**src/rtl/huffman_pkg.sv**
```systemverilog
// Shared definitions for the serial Huffman decoder: symbol values, table
// geometry, FSM state encoding and the code-length to mask helper.
package huffman_pkg;

    localparam int CODE_W  = 8;
    localparam int NUM_ENT = 6;

    localparam logic [CODE_W-1:0] A1 = 8'd1;
    localparam logic [CODE_W-1:0] A2 = 8'd2;
    localparam logic [CODE_W-1:0] A3 = 8'd3;
    localparam logic [CODE_W-1:0] A4 = 8'd4;
    localparam logic [CODE_W-1:0] A5 = 8'd5;
    localparam logic [CODE_W-1:0] A6 = 8'd6;

    typedef enum logic {
        ST_IDLE,
        ST_RUN
    } state_e;

    // Right-aligned run of 'len' ones; len = 0 yields 8'h00, which never
    // equals a used mask, so an empty accumulator can never match.
    function automatic logic [CODE_W-1:0] len_mask(input logic [3:0] len);
        logic [3:0] sh;
        sh = 4'd8 - len;
        return 8'hFF >> sh;
    endfunction

endpackage

```
**src/rtl/huffman_entry_match.sv**
```systemverilog
// One code-table entry: flags a hit when the accumulated bits have exactly
// this entry's length and the masked value equals its codeword.
module huffman_entry_match
    import huffman_pkg::*;
(
    input  logic [CODE_W-1:0] hc,
    input  logic [CODE_W-1:0] m,
    input  logic [CODE_W-1:0] acc_n,
    input  logic [3:0]        len_n,
    output logic              hit
);

    assign hit = (m != '0)
              && (m == len_mask(len_n))
              && ((acc_n & m) == hc);

endmodule

```
**src/rtl/huffman_decoder.sv**
```systemverilog
// Serial Huffman decoder: latches a 6-entry code table, shifts in an
// MSB-first bitstream and emits one symbol per codeword, flags codewords of
// MAX_LEN bits that match nothing, and counts symbols per frame.
module huffman_decoder
    import huffman_pkg::*;
#(
    parameter int MAX_LEN = 5,
    parameter int NUM_SYM = 100
) (
    input  logic              clk,
    input  logic              reset,
    input  logic              code_valid,
    input  logic [CODE_W-1:0] HC1,
    input  logic [CODE_W-1:0] HC2,
    input  logic [CODE_W-1:0] HC3,
    input  logic [CODE_W-1:0] HC4,
    input  logic [CODE_W-1:0] HC5,
    input  logic [CODE_W-1:0] HC6,
    input  logic [CODE_W-1:0] M1,
    input  logic [CODE_W-1:0] M2,
    input  logic [CODE_W-1:0] M3,
    input  logic [CODE_W-1:0] M4,
    input  logic [CODE_W-1:0] M5,
    input  logic [CODE_W-1:0] M6,
    input  logic              bit_valid,
    input  logic              bit_in,
    output logic              sym_valid,
    output logic [CODE_W-1:0] sym_data,
    output logic              sym_err,
    output logic [6:0]        sym_cnt,
    output logic              done
);

    state_e            state_q;
    logic [CODE_W-1:0] hc_q  [NUM_ENT];
    logic [CODE_W-1:0] m_q   [NUM_ENT];
    logic [CODE_W-1:0] hc_in [NUM_ENT];
    logic [CODE_W-1:0] m_in  [NUM_ENT];
    logic [CODE_W-1:0] acc_q;
    logic [3:0]        len_q;
    logic              sym_valid_q;
    logic [CODE_W-1:0] sym_data_q;
    logic              sym_err_q;
    logic [6:0]        sym_cnt_q;
    logic              done_q;

    logic [CODE_W-1:0] acc_d;
    logic [3:0]        len_d;
    logic [NUM_ENT-1:0] hit;
    logic              any_hit;
    logic [CODE_W-1:0] hit_sym;
    logic [6:0]        cnt_base;
    logic [6:0]        cnt_inc;
    logic              len_full;

    assign hc_in[0] = HC1;
    assign hc_in[1] = HC2;
    assign hc_in[2] = HC3;
    assign hc_in[3] = HC4;
    assign hc_in[4] = HC5;
    assign hc_in[5] = HC6;
    assign m_in[0]  = M1;
    assign m_in[1]  = M2;
    assign m_in[2]  = M3;
    assign m_in[3]  = M4;
    assign m_in[4]  = M5;
    assign m_in[5]  = M6;

    // Candidate accumulator/length if the current bit is accepted.
    assign acc_d    = (acc_q << 1) | {{(CODE_W-1){1'b0}}, bit_in};
    assign len_d    = len_q + 4'd1;
    assign len_full = (len_d == 4'(MAX_LEN));

    for (genvar g = 0; g < NUM_ENT; g++) begin : g_ent
        huffman_entry_match u_match (
            .hc    (hc_q[g]),
            .m     (m_q[g]),
            .acc_n (acc_d),
            .len_n (len_d),
            .hit   (hit[g])
        );
    end

    // Priority encoder: scan downwards so the lowest matching index wins.
    always_comb begin
        any_hit = 1'b0;
        hit_sym = '0;
        for (int i = NUM_ENT - 1; i >= 0; i--) begin
            if (hit[i]) begin
                any_hit = 1'b1;
                hit_sym = CODE_W'(i + 1);
            end
        end
    end

    // A count sitting at NUM_SYM is the previous frame's final value, so the
    // new frame counts from zero without a reload.
    assign cnt_base = (sym_cnt_q == 7'(NUM_SYM)) ? 7'd0 : sym_cnt_q;
    assign cnt_inc  = cnt_base + 7'd1;

    // Control FSM with table, accumulator and registered output strobes.
    always_ff @(posedge clk or negedge reset) begin
        if (!reset) begin
            state_q     <= ST_IDLE;
            for (int i = 0; i < NUM_ENT; i++) begin
                hc_q[i] <= '0;
                m_q[i]  <= '0;
            end
            acc_q       <= '0;
            len_q       <= '0;
            sym_valid_q <= 1'b0;
            sym_data_q  <= '0;
            sym_err_q   <= 1'b0;
            sym_cnt_q   <= '0;
            done_q      <= 1'b0;
        end else begin
            sym_valid_q <= 1'b0;
            sym_err_q   <= 1'b0;
            done_q      <= 1'b0;
            sym_cnt_q   <= cnt_base;
            if (code_valid) begin
                // Table load wins over any bit arriving in the same cycle.
                for (int i = 0; i < NUM_ENT; i++) begin
                    hc_q[i] <= hc_in[i];
                    m_q[i]  <= m_in[i];
                end
                acc_q     <= '0;
                len_q     <= '0;
                sym_cnt_q <= '0;
                state_q   <= ST_RUN;
            end else if (state_q == ST_RUN && bit_valid) begin
                if (any_hit) begin
                    sym_valid_q <= 1'b1;
                    sym_data_q  <= hit_sym;
                    sym_cnt_q   <= cnt_inc;
                    done_q      <= (cnt_inc == 7'(NUM_SYM));
                    acc_q       <= '0;
                    len_q       <= '0;
                end else if (len_full) begin
                    sym_err_q <= 1'b1;
                    acc_q     <= '0;
                    len_q     <= '0;
                end else begin
                    acc_q <= acc_d;
                    len_q <= len_d;
                end
            end
        end
    end

    assign sym_valid = sym_valid_q;
    assign sym_data  = sym_data_q;
    assign sym_err   = sym_err_q;
    assign sym_cnt   = sym_cnt_q;
    assign done      = done_q;

endmodule
```
**config.mk**
```make
export PLATFORM = sky130hd
export DESIGN_NAME = huffman_decoder
export DESIGN_NICKNAME = d
export VERILOG_FILES = /design/src/rtl/huffman_pkg.sv /design/src/rtl/huffman_entry_match.sv /design/src/rtl/huffman_decoder.sv
export SDC_FILE = /design/constraint.sdc
export NUM_CORES = 1
export LEC_CHECK = 0
export ABC_AREA = 1
export CORE_MARGIN = 10
export CORE_UTILIZATION = 55
export CTS_CLUSTER_SIZE = 20
export DETAILED_ROUTE_END_ITERATION = 7
export PLACE_DENSITY = 0.92
export SETUP_SLACK_MARGIN = 0.3
export SLEW_MARGIN = 10
export SYNTH_ARGS = -nofsm -noshare
export SYNTH_HDL_FRONTEND = slang
export SYNTH_SLANG_ARGS = --single-unit
```
**constraint.sdc**
```tcl
create_clock -name clk -period 3.19 [get_ports clk]
set_clock_uncertainty 0.05 [all_clocks]
set_input_delay 0.638 -clock clk [delete_from_list [all_inputs] [get_ports clk]]
set_output_delay 0.638 -clock clk [all_outputs]
set_load 0.02 [all_outputs]
```
=== After elaboration in Yosys (flattened, before gate mapping) ===
Index checks and enable logic that the tools add are counted.

* Register bits after elaboration: 126

* $add $sub $neg: 3
* Eq/ne operators: 15
* Shift-type cells: 1
* Muxes and demuxes: 34
* Bitwise logic cells: 8
* Reduce and logical (&&, ||, !) cells: 21

{| class="wikitable"
|+ Operators with widths
! kind !! count
|-
| 8-bit == test || 12
|-
| 7-bit 2-to-1 mux || 8
|-
| 8-bit bitwise AND || 6
|-
| 8-bit nonzero test || 6
|-
| 8-bit 2-to-1 mux || 4
|-
| 1-bit 2-to-1 mux || 16
|-
| 4-bit 2-to-1 mux || 4
|-
| 7-bit == test, second input constant || 2
|-
| 1-bit logical AND || 13
|-
| 8-bit by 1-bit OR with 8-bit output || 1
|-
| 8-bit by 4-bit >> shifter with 8-bit output, first input constant || 1
|-
| 7-bit by 1-bit adder with 7-bit output, second input constant || 1
|-
| 3-bit 2-to-1 mux || 2
|-
| 4-bit by 1-bit adder with 4-bit output, second input constant || 1
|-
| 4-bit by 3-bit == test with 1-bit output, second input constant || 1
|-
| 4-bit subtractor, first input constant || 1
|-
| 3-bit AND reduction || 1
|-
| 2-bit nonzero test || 1
|-
| 1-bit NOT || 1
|}

=== Logic depth before layout (Yosys ltp) ===
Gate-level depths: netlist of the first run.

* Depth after elaboration: 15
* Mapped depth: 21

=== By module ===
Synthesis of the first run repeated with hierarchy kept, for this count alone.

* Cells, all modules: 1140
* Area total of the unflattened synthesis: 7719.9 um^2

{| class="wikitable"
|+ By module, submodules not included
! module !! times used !! cells each !! area an instance (um^2)
|-
| huffman_decoder || 1 || 582 || 4957.3
|-
| huffman_entry_match || 6 || 93 || 460.4
|}

=== Worst setup path before layout of the first run ===
Ideal clock, no wire load.

* Path type: reg2reg
* Start point: register len_q[0]
* End point: register sym_data_q[0] (netlist: sym_data[0])
* Library setup time: 119 ps
* Arrival time: 2424 ps
* Required time: 3021 ps
* Path slack: 598 ps
* Stages on the path, launching flop included: 18
* Buffers on the path: 2
* Cells stage by stage: dfrtp_1 -> inv_2 -> ha_1 -> nor2_2 -> nand3_1 -> nand2_2 -> nand2_8 -> buf_12 -> buf_8 -> nand2_2 -> nand3_2 -> nor2_1 -> nand2_1 -> nor2_4 -> nor2_4 -> nand2_4 -> nand2_2 -> o21a_1

* Longest elaborated chain between the ends: 13
* Elaborated cells between the ends (all ways): 33

{| class="wikitable"
|+ Ends and longest elaborated chain
! element !! RTL line !! RTL
|-
| from (decl) || huffman_decoder.sv:40 || <nowiki>logic [3:0] len_q;</nowiki>
|-
| from (signal assigned) || huffman_decoder.sv:145 || <nowiki>len_q <= len_d;</nowiki>
|-
| 4-bit by 1-bit adder with 4-bit output (*) || huffman_decoder.sv:71 || <nowiki>assign len_d = len_q + 4'd1;</nowiki>
|-
| 4-bit subtractor (*) || huffman_pkg.sv:24 || <nowiki>sh = 4'd8 - len;</nowiki>
|-
| 8-bit by 4-bit >> shifter with 8-bit output (*) || huffman_pkg.sv:25 || <nowiki>return 8'hFF >> sh;</nowiki>
|-
| 8-bit == test || huffman_entry_match.sv:14 || <nowiki>&& (m == len_mask(len_n))</nowiki>
|-
| 1-bit logical AND || huffman_entry_match.sv:14 ||
|-
| 1-bit logical AND || huffman_entry_match.sv:15 || <nowiki>&& ((acc_n & m) == hc);</nowiki>
|-
| 1-bit 2-to-1 mux (6 in a row) || huffman_decoder.sv:89 || <nowiki>if (hit[i]) begin</nowiki>
|-
| 3-bit AND reduction (no line) || -- ||
|-
| to (signal assigned) || huffman_decoder.sv:134 || <nowiki>sym_data_q <= hit_sym;</nowiki>
|-
| to (decl) || huffman_decoder.sv:42 || <nowiki>logic [CODE_W-1:0] sym_data_q;</nowiki>
|}

Mark *: on every way between the ends. The rest lies on a longest branch, timed or not.
A chain may end at the register's enable or synchronous reset.

=== Worst setup path in the final report of the first run ===
* Start point: register len_q[2]
* End point: register acc_q[1]

* Longest elaborated chain between the ends: 15
* Elaborated cells between the ends (all ways): 32

{| class="wikitable"
|+ Ends and longest elaborated chain
! element !! RTL line !! RTL
|-
| 4-bit by 1-bit adder with 4-bit output (*) || huffman_decoder.sv:71 ||
|-
| 4-bit subtractor || huffman_pkg.sv:24 ||
|-
| 8-bit by 4-bit >> shifter with 8-bit output || huffman_pkg.sv:25 ||
|-
| 8-bit == test || huffman_entry_match.sv:14 ||
|-
| 1-bit logical AND || huffman_entry_match.sv:14 ||
|-
| 1-bit logical AND || huffman_entry_match.sv:15 ||
|-
| 1-bit 2-to-1 mux (6 in a row) || huffman_decoder.sv:89 ||
|-
| 7-bit 2-to-1 mux (*) || huffman_decoder.sv:132 || <nowiki>if (any_hit) begin</nowiki>
|-
| 7-bit 2-to-1 mux (*) || huffman_decoder.sv:131 || <nowiki>end else if (state_q == ST_RUN && bit_valid) begin</nowiki>
|-
| 7-bit 2-to-1 mux (*) || huffman_decoder.sv:121 || <nowiki>if (code_valid) begin</nowiki>
|-
| to (signal assigned) || huffman_decoder.sv:127 || <nowiki>acc_q <= '0;</nowiki>
|-
| to (signal assigned) || huffman_decoder.sv:137 || <nowiki>acc_q <= '0;</nowiki>
|-
| to (signal assigned) || huffman_decoder.sv:141 || <nowiki>acc_q <= '0;</nowiki>
|-
| to (decl) || huffman_decoder.sv:39 || <nowiki>logic [CODE_W-1:0] acc_q;</nowiki>
|}

Mark *: on every way between the ends. The rest lies on a longest branch, timed or not. The select of a mux whose other input is x is not followed.

==> flow_summary.ini, run 1 <==
[sta]
worstMarginPinSlew_ps = 893
fin_crit_sh_pct = 91.4
fin_crit_ps = 2920
setup_viol = 0
hold_viol = 0
slew_headroom_pct = 40.4
fmax_ghz = 0.343
tns_ps = 0
maxSlewViolCount = 0
rsz0062_at_grt = false
finalHoldWorstSlack_ps = 133

[clocking]
numCtsBuffers = 17
worstSkewPairLatency_ps = 430
hold_buffers = 0
clockBufferDepth = 2
cts_tree = done
htreeDepth = 4
clk_pin_slew_ps = 50
root_buffer = clkbuf_16
cts_num_sinks = 121

[global_routing]
grt_pass1_vias = 7173
grt_pass1_wl_mm = 35.3
grtUsageTotal_pct = 23.8
grt_max_degree = 161
grt-ovfl-total = 0
grt_antenna_before_repair = 0

[pwr]
vdd_drop_max_v = 0.000380
power_mw = 4.40
p_leak_nw = 4.64
power_density_nw_per_um2 = 457

[place]
gpl.final_weighted_congestion = 0.982
dpl.cell_count = 1331
numPortBuffers = 113
dp_hpwl_mm = 15.5

[logic_synthesis]
synth_edf_count = 0
synth.most_common_cell = nand2_1
synth_seq_cells = 121
yosysUniqueCellTypes = 34
synth_adder_area_share_pct = 1.01
synth_cells = 1067
synth_top_area_share_pct = 40.7
muxShareOfSynthArea_pct = 0
synth_top_family_by_area = simple AND/OR/NAND/NOR gates
synth_compound_area_share_pct = 6.49
synthXorXnorAreaFrac_pct = 5.16
synth_area_leader_cell = dfrtp_1
synth.top_cells.by_area = dfrtp_1 (41%), nand2_1 (19%), o21ai_0 (6.0%)
avgSynthCellArea_um2 = 6.97
yosys.area_share.simple_pct = 37.8
netlist_area_um2 = 7440
synth_seq_area_share_pct = 40.7
yosys_most_used_dff = dfrtp_1
yosysWarnings = 0
async_flop_share_pct = 100
synth_commonest_cells = nand2_1 (380), dfrtp_1 (121), inv_1 (109)

[routing]
vias_per_cell = 5.67
drtPass1Iterations = 6
routed_wl_mm = 24.2
ant_nets = 0
dr_total_vias = 7838
drtIter0Drc = 1114
drc_errors = 0
post_drt_wl_per_cell_um = 17.5

[worst_setup_path]
worst_ep_arrival_time_ps = 3170
regToRegSetupSlack_ps = 270
r2r.worst_path.cells = 18
r2r_start = len_q[2]
critical_path.cell_chain = nand3_1 > nand2_1 > nand2_1 > nand2_8 > nand2_8 > buf_8 > nand2_1 > nand2_1 > nor2_1 > nand2_1 > nor2_1 > nand2_2 > nand2_2 > nor2_4 > nand3_4 > clkinvlp_4 > nand3_1 > nand2_1
cp-start-kind = register
crit_path_frequent_cell = nand2_1
crit_buf_inv = 2
worstPathRequired_ps = 3440
timing.rr.end = acc_q[1]
cp_slowest_cell = dfrtp_1
worst-path-max-fanout = 9
crit_family = simple AND/OR/NAND/NOR gates
cpPeakStageDelay_ps = 600
worstSetupEndpointType = register
path_class = reg2reg

[layout]
diodes = 0
fillCellCount = 937
area_growth_syn_to_layout_pct = 29.4
regArea_um2 = 3030
fin_cells = 1382
drive_above_1_share_pct = 9.87
multi_input_area_um2 = 3960
nets = 1302

[job]
drv_cap = 0

[floorplanning]
std_cell_rows = 42
core_um2 = 13200
io_pins = 119
die_x_um = 136
start_util_pct = 56.2
dieArea_um2 = 18600
die_h_um = 136

[hold_path]
hp-class = in2async

[run_status]
run_status = finished, final reports clean
==> how the worst max path moves through the flow <==
stage                   from     endpoint  depth (start not counted)
floorplan           len_q[0]  sym_data[0]                         17
global placement      bit_in  sym_data[0]                         16
detailed placement    bit_in  sym_data[0]                         16
CTS                 len_q[1]     acc_q[3]                         20
global route        len_q[2]   sym_cnt[4]                         19
finish              len_q[2]     acc_q[1]                         18
==> through the flow <==
step                util (%)  instance area, µm²  worst slack [ps]
finish                  72.7                9630               273
global route            72.7                9630               165
CTS                     69.8                9240               319
detailed placement      65.7                8700               186
global placement        65.7                8700               317
floorplan                  -                7460               598
==> timing repair <==
item                                    CTS  global route
gates cloned                              0             6
pin swaps                                 0            15
resized for setup                         5            31
endpoints found under the setup margin   16            24
buffers inserted                          0            15
==> report_power, final <==
group / internal [mW] / total (mW) / switching, mW
registers: 1.65 / 1.75 / 0.100
clock network: 1.07 / 1.75 / 0.675
logic: 0.365 / 0.900 / 0.536
total: 3.09 / 4.40 / 1.31
==> flip-flops by register name, summed over array words and instances (netlist names) <==
register,cells
acc_q,7
done,1
hc_q,48
len_q,4
m_q,48
state_q,1
sym_cnt,7
sym_data,3
sym_err,1
sym_valid,1
==> cell families after synthesis <==
logic type,Yosys count
other,1
adders and majority gates,6
xor gates and xnor gates,43
DFF,121
buffers and inverters,156
AOI/OAI and AO/OA,96
and+or+nand+nor,644
==> area by class of cell <==
class / count / area share (%)
Multi-Input combinational cell: 796 / 41.1
Sequential cell: 121 / 31.4
Clock inverter: 8 / 0.779
Timing Repair Buffer: 144 / 15.2
Inverter: 114 / 4.47
Tap cell: 176 / 2.29
Clock buffer: 22 / 4.72
Timing Repair inverter: 1 / 0.0779
==> layer usage <==
| metal | up-vias | share of wire, % | track usage [%] |
|---|---|---|---|
| li1 | 3593 | - | - |
| met1 | 3518 | 37 | 29.7 |
| met2 | 578 | 47 | 39.0 |
| met3 | 149 | 11 | 5.87 |
| met4 | 0 | 5.0 | 8.93 |
| met5 | - | 0 | 0 |
==> layout by cell type, fill, tap and decap left out, types with 2 or more instances in the layout <==
cell type,count
nand3_1,88
ha_1,4
or2_2,2
nor2_2,4
nand3_2,10
xor2_2,2
xor2_1,38
clkbuf_1,4
dfrtp_1,120
nand4_1,25
nand2_1,375
clkbuf_16,20
o21ai_0,89
nor2_1,92
clkinvlp_4,5
xnor2_1,2
nand3b_1,4
buf_12,3
inv_1,109
nand2_2,12
conb_1,5
inv_2,4
clkdlybuf4s50_1,111
nor3_1,11
nor2_4,5
clkinv_2,3
a21oi_1,5
buf_4,25
nand2_4,8
nand2_8,6
Note: power is estimated with default switching activity, not from simulation.
==> run 2, diff against run 1 <==
Settings changed: CTS_BUF_LIST from default to sky130_fd_sc_hd__clkbuf_16.
==> run 2 against run 1 <==
First-iteration DRC count down 4.7%. Register-to-register slack worse by 20 ps. Sequential cell count unchanged. Power down 0.80%. Largest power group unchanged. Die area unchanged. Critical path type unchanged.
==> flow_summary.ini, run 2 (synthesis results as in run 1) <==
[worst_setup_path]
r2r_start = len_q[0]
path_class = reg2reg
worst_ep_arrival_time_ps = 3180
cp-start-kind = register
worstPathRequired_ps = 3440
crit_start = len_q[0]
worstSetupEndpointType = register
worst-path-max-fanout = 11

[clocking]
root_buffer = clkbuf_16
cts_num_sinks = 121
cts_tree = done
worstSkewPairLatency_ps = 430
clk_pin_slew_ps = 50
clockBufferDepth = 2
htreeDepth = 4
hold_buffers = 0
numCtsBuffers = 17

[hold_path]
hp-class = in2async

[floorplanning]
die_h_um = 136
start_util_pct = 56.2
die_x_um = 136
std_cell_rows = 42
core_um2 = 13200
io_pins = 119
dieArea_um2 = 18600

[pwr]
power_density_nw_per_um2 = 454
vdd_drop_max_v = 0.000372
p_leak_nw = 4.65

[global_routing]
grt_antenna_before_repair = 0
grt_max_degree = 161
grt_pass1_wl_mm = 35.3
grt-ovfl-total = 0
grt_pass1_vias = 7176
grtUsageTotal_pct = 23.8

[sta]
worstMarginPinSlew_ps = 883
setup_viol = 0
fin_crit_ps = 2930
fin_crit_sh_pct = 92.0
slew_headroom_pct = 41.1
maxSlewViolCount = 0
fmax_ghz = 0.341
hold_viol = 0
tns_ps = 0
rsz0062_at_grt = false

[job]
drv_cap = 0

[routing]
vias_per_cell = 5.66
ant_nets = 0
routed_wl_mm = 24.2
drtIter0Drc = 1062
dr_total_vias = 7828
post_drt_wl_per_cell_um = 17.5
drc_errors = 0
drtPass1Iterations = 8

[place]
placed_cell_area_um2 = 8700
dp_hpwl_mm = 15.5
gpl.final_weighted_congestion = 0.982
numPortBuffers = 113

[layout]
area_growth_syn_to_layout_pct = 29.3
most-common-layout-cells = nand2_1 (375), dfrtp_1 (120), inv_1 (113)
finalInstanceArea_um2 = 9620
nets = 1302
reg_top3 = hc_q (48), m_q (48)
drive_above_1_share_pct = 9.78
final_common_cell = nand2_1
diodes = 0

[run_status]
run_status = finished, final reports clean
-- run 2: cell count changes in the layout (fill, tap and decap cells not counted), sizes merged --
cell,delta
clkbuf,-5
clkinv,+1
inv,+4
-- run 2: path summary, 6_finish.rpt --
path                            slack (ps)  endpoint  cells past startpoint
worst max-delay path                   260  acc_q[1]                     20
worst min-delay path                   140  hc_q[43]                      1
worst max register to register         260  acc_q[1]                     20
worst min register to register         440   state_q                      1
max in group asynchronous             2110   m_q[35]                      2
min in group clk                       440   state_q                      1
-- run 2: final cells by class --
| class | count | area [µm²] |
|---|---|---|
| Sequential cell | 121 | 3030 |
| Multi-Input combinational cell | 796 | 3960 |
| Timing Repair inverter | 1 | 7.51 |
| Clock inverter | 13 | 93.8 |
| Inverter | 114 | 430 |
| Clock buffer | 17 | 425 |
| Timing Repair Buffer | 144 | 1460 |
| Tap cell | 176 | 220 |
| Fill cell | 938 | 3620 |
-- run 2: stage by stage --
step / utilization (%) / hold WS, ps / worst slack (ps) / cells / total power, mW
after floorplan: - / 292 / 598 / 1071 / 2.24
after global placement: 65.7 / 402 / 317 / 1331 / 2.51
after detailed placement: 65.7 / 403 / 186 / 1331 / 2.54
after CTS: 69.7 / 150 / 319 / 1361 / 4.25
after global routing: 72.7 / 168 / 160 / 1382 / 4.54
final: 72.7 / 137 / 255 / 1382 / 4.37
-- run 2: routing by layer --
metal,routed length [µm],track usage (%),share of wire [%],vias to the layer above
li1,-,-,-,3598
met1,9030,29.7,37,3568
met2,11500,39.0,48,536
met3,2580,5.98,11,126
met4,1090,8.76,4.5,0
met5,0,0,0,-
-- run 2: power by group --
part | switching (mW) | internal (mW)
Clock | 0.674 | 1.04
Combinational | 0.537 | 0.365
Sequential | 0.100 | 1.65
-- run 2: worst max-delay path, cell delays in order, from the launching register on --
cell	delay, ps
dfrtp_1	380
buf_6	130
ha_2	190
inv_1	50
nand2_2	60
nand2_2	110
nor2_4	210
nand2_8	130
nand2_8	140
clkbuf_16	170
nand3_1	80
nand2_1	110
nand3_1	100
nor2_2	190
nand2_2	90
nand2_2	90
nor2_4	70
nand3_4	110
clkinvlp_4	140
nand3_1	110
nand2_1	90
-- run 2: repair_timing --
action | in CTS | in global routing
setup buffers | 0 | 15
endpoints found under the setup margin | 16 | 24
pin swaps | 0 | 15
gates resized for setup | 5 | 31
gates cloned | 0 | 6
==> run 3, diff against run 2 <==
Settings changed: SETUP_SLACK_MARGIN 0.3 to 0.2.
==> run 3 against run 2 <==
Final cell count shrank 1.2%. Via count is 5.1% lower. Non-clock buffer count fell by 15. Design area fell by 3.1%. Combinational power fell by 9.2%. Sequential share of layout area grew 1.0 points. Clock power barely moved. Largest cell class unchanged.
==> flow_summary.ini, run 3 (synthesis results as in run 1) <==
[place]
gpl.final_weighted_congestion = 0.982
numPortBuffers = 113
dp_hpwl_mm = 15.5
dpl.cell_count = 1331
pre_cts_ws_ps = 186

[floorplanning]
die_h_um = 136
core_um2 = 13200
dieArea_um2 = 18600
io_pins = 119
die_x_um = 136
start_util_pct = 56.2
std_cell_rows = 42

[pwr]
power_mw = 4.29
vdd_drop_max_v = 0.000359
power_density_nw_per_um2 = 460
p_leak_nw = 4.54

[global_routing]
grt-ovfl-total = 0
grtUsageTotal_pct = 23.8
grt_pass1_vias = 7154
grt_antenna_before_repair = 0
grt_max_degree = 161
grt_pass1_wl_mm = 35.3

[clocking]
htreeDepth = 4
worstSkewPairLatency_ps = 430
cts_num_sinks = 121
cts_tree = done
clk_pin_slew_ps = 50
numCtsBuffers = 17
hold_buffers = 0
root_buffer = clkbuf_16
clockBufferDepth = 2

[layout]
drive_above_1_share_pct = 7.91
reg_top3 = hc_q (48), m_q (48)
area_growth_syn_to_layout_pct = 25.2
nets = 1285
fin_cells = 1365
most-common-layout-cells = nand2_1 (378), dfrtp_1 (120), inv_1 (113)
diodes = 0
fillCellCount = 1007
final_common_cell = nand2_1

[routing]
routed_wl_mm = 22.2
ant_nets = 0
drc_errors = 0
drtIter0Drc = 893
vias_per_cell = 5.44
drtPass1Iterations = 5
post_drt_wl_per_cell_um = 16.3
dr_total_vias = 7427

[sta]
fmax_ghz = 0.354
tns_ps = 0
fin_ws_ps = 365
hold_viol = 0
maxSlewViolCount = 0
worstMarginPinSlew_ps = 886
slew_headroom_pct = 40.9
fin_crit_sh_pct = 88.5
rsz0062_at_grt = false
finalHoldWorstSlack_ps = 132
setup_viol = 0
fin_crit_ps = 2820

[hold_path]
hp-class = in2async

[job]
drv_cap = 0

[worst_setup_path]
r2r_start = len_q[0]
crit_path_frequent_cell = nand2_1
critical_path.cell_chain = buf_4 > ha_1 > nand2_1 > nand2_2 > nor2_4 > nand2_4 > nand2_8 > buf_12 > nand2_1 > nand2_1 > nor2_1 > nand2_1 > nor2_1 > nand2_2 > nand2_2 > nor2_4 > nand3_2 > inv_4 > nand3_1 > nand2_1
cp-start-kind = register
timing.rr.end = acc_q[3]
cp_slowest_cell = dfrtp_1
regToRegSetupSlack_ps = 370
worst_ep_arrival_time_ps = 3130
worstSetupEndpointType = register
path_class = reg2reg
cpPeakStageDelay_ps = 390
r2r.worst_path.cells = 20
worstPathRequired_ps = 3500
worst-path-max-fanout = 23

[run_status]
run_status = finished, final reports clean
-- run 3: changes by cell type in the layout (fill, tap and decap cells not counted), sizes merged --
cell      before  now
buf           30   18
clkbuf        20   17
clkinvlp       5    4
nand2        401  400
-- run 3: repair_timing --
| action | 4_1_cts | 5_1_grt |
|---|---|---|
| gates resized for setup | 1 | 13 |
| pin swaps | 0 | 3 |
| setup endpoints to repair | 1 | 23 |
| gates cloned | 0 | 1 |
| buffers inserted | 0 | 3 |
-- run 3: layout make-up --
class	instances	area (µm²)	share of cell area, %
sequential	121	3030	32.5
clock inverter	13	93.8	1.01
timing repair buffer	129	1290	13.8
clock buffer	17	425	4.56
inverter	114	430	4.62
tap	176	220	2.36
multi-input combinational	795	3830	41.1
-- run 3: per-stage QoR --
step / cell area (µm²) / utilization, %
after floorplan: 7460 / -
after global placement: 8700 / 65.7
after detailed placement: 8700 / 65.7
after CTS: 9220 / 69.6
after global routing: 9320 / 70.4
final: 9320 / 70.4
-- run 3: how the worst max path moves through the flow --
stage	start	to	slack (ps)	cells after the start
after floorplan	len_q[0]	sym_data[0]	600	17
after global placement	bit_in	sym_data[0]	320	16
after detailed placement	bit_in	sym_data[0]	190	16
after CTS	len_q[0]	acc_q[3]	250	20
after global routing	len_q[0]	sym_cnt[6]	210	21
final	len_q[0]	acc_q[3]	370	20
-- run 3: where the power goes --
group | switching (mW) | internal, mW | leakage (nW) | total, mW
sequential | 0.0978 | 1.65 | 1.50 | 1.75
combinational | 0.491 | 0.328 | 2.78 | 0.819
clock | 0.683 | 1.04 | 0.259 | 1.72
total | 1.27 | 3.02 | 4.54 | 4.29
-- run 3: metal layers --
metal  share of wire [%]  global-route usage (%)  vias up  wire length, µm
met2                  48                    39.0      416            10600
met1                  40                    29.6     3399             8900
met5                   0                       0        -                0
met4                 2.9                    8.52        0              643
li1                    -                       -     3555                -
met3                 9.1                    6.16       57             2030
-- run 3: worst max-delay path: cells and delay by family, from the launching register on --
family / cells / cell delay (ps)
adders and majority gates: 1 / 210
DFF: 1 / 390
and+or+nand+nor: 16 / 1610
buffers and inverters: 3 / 470
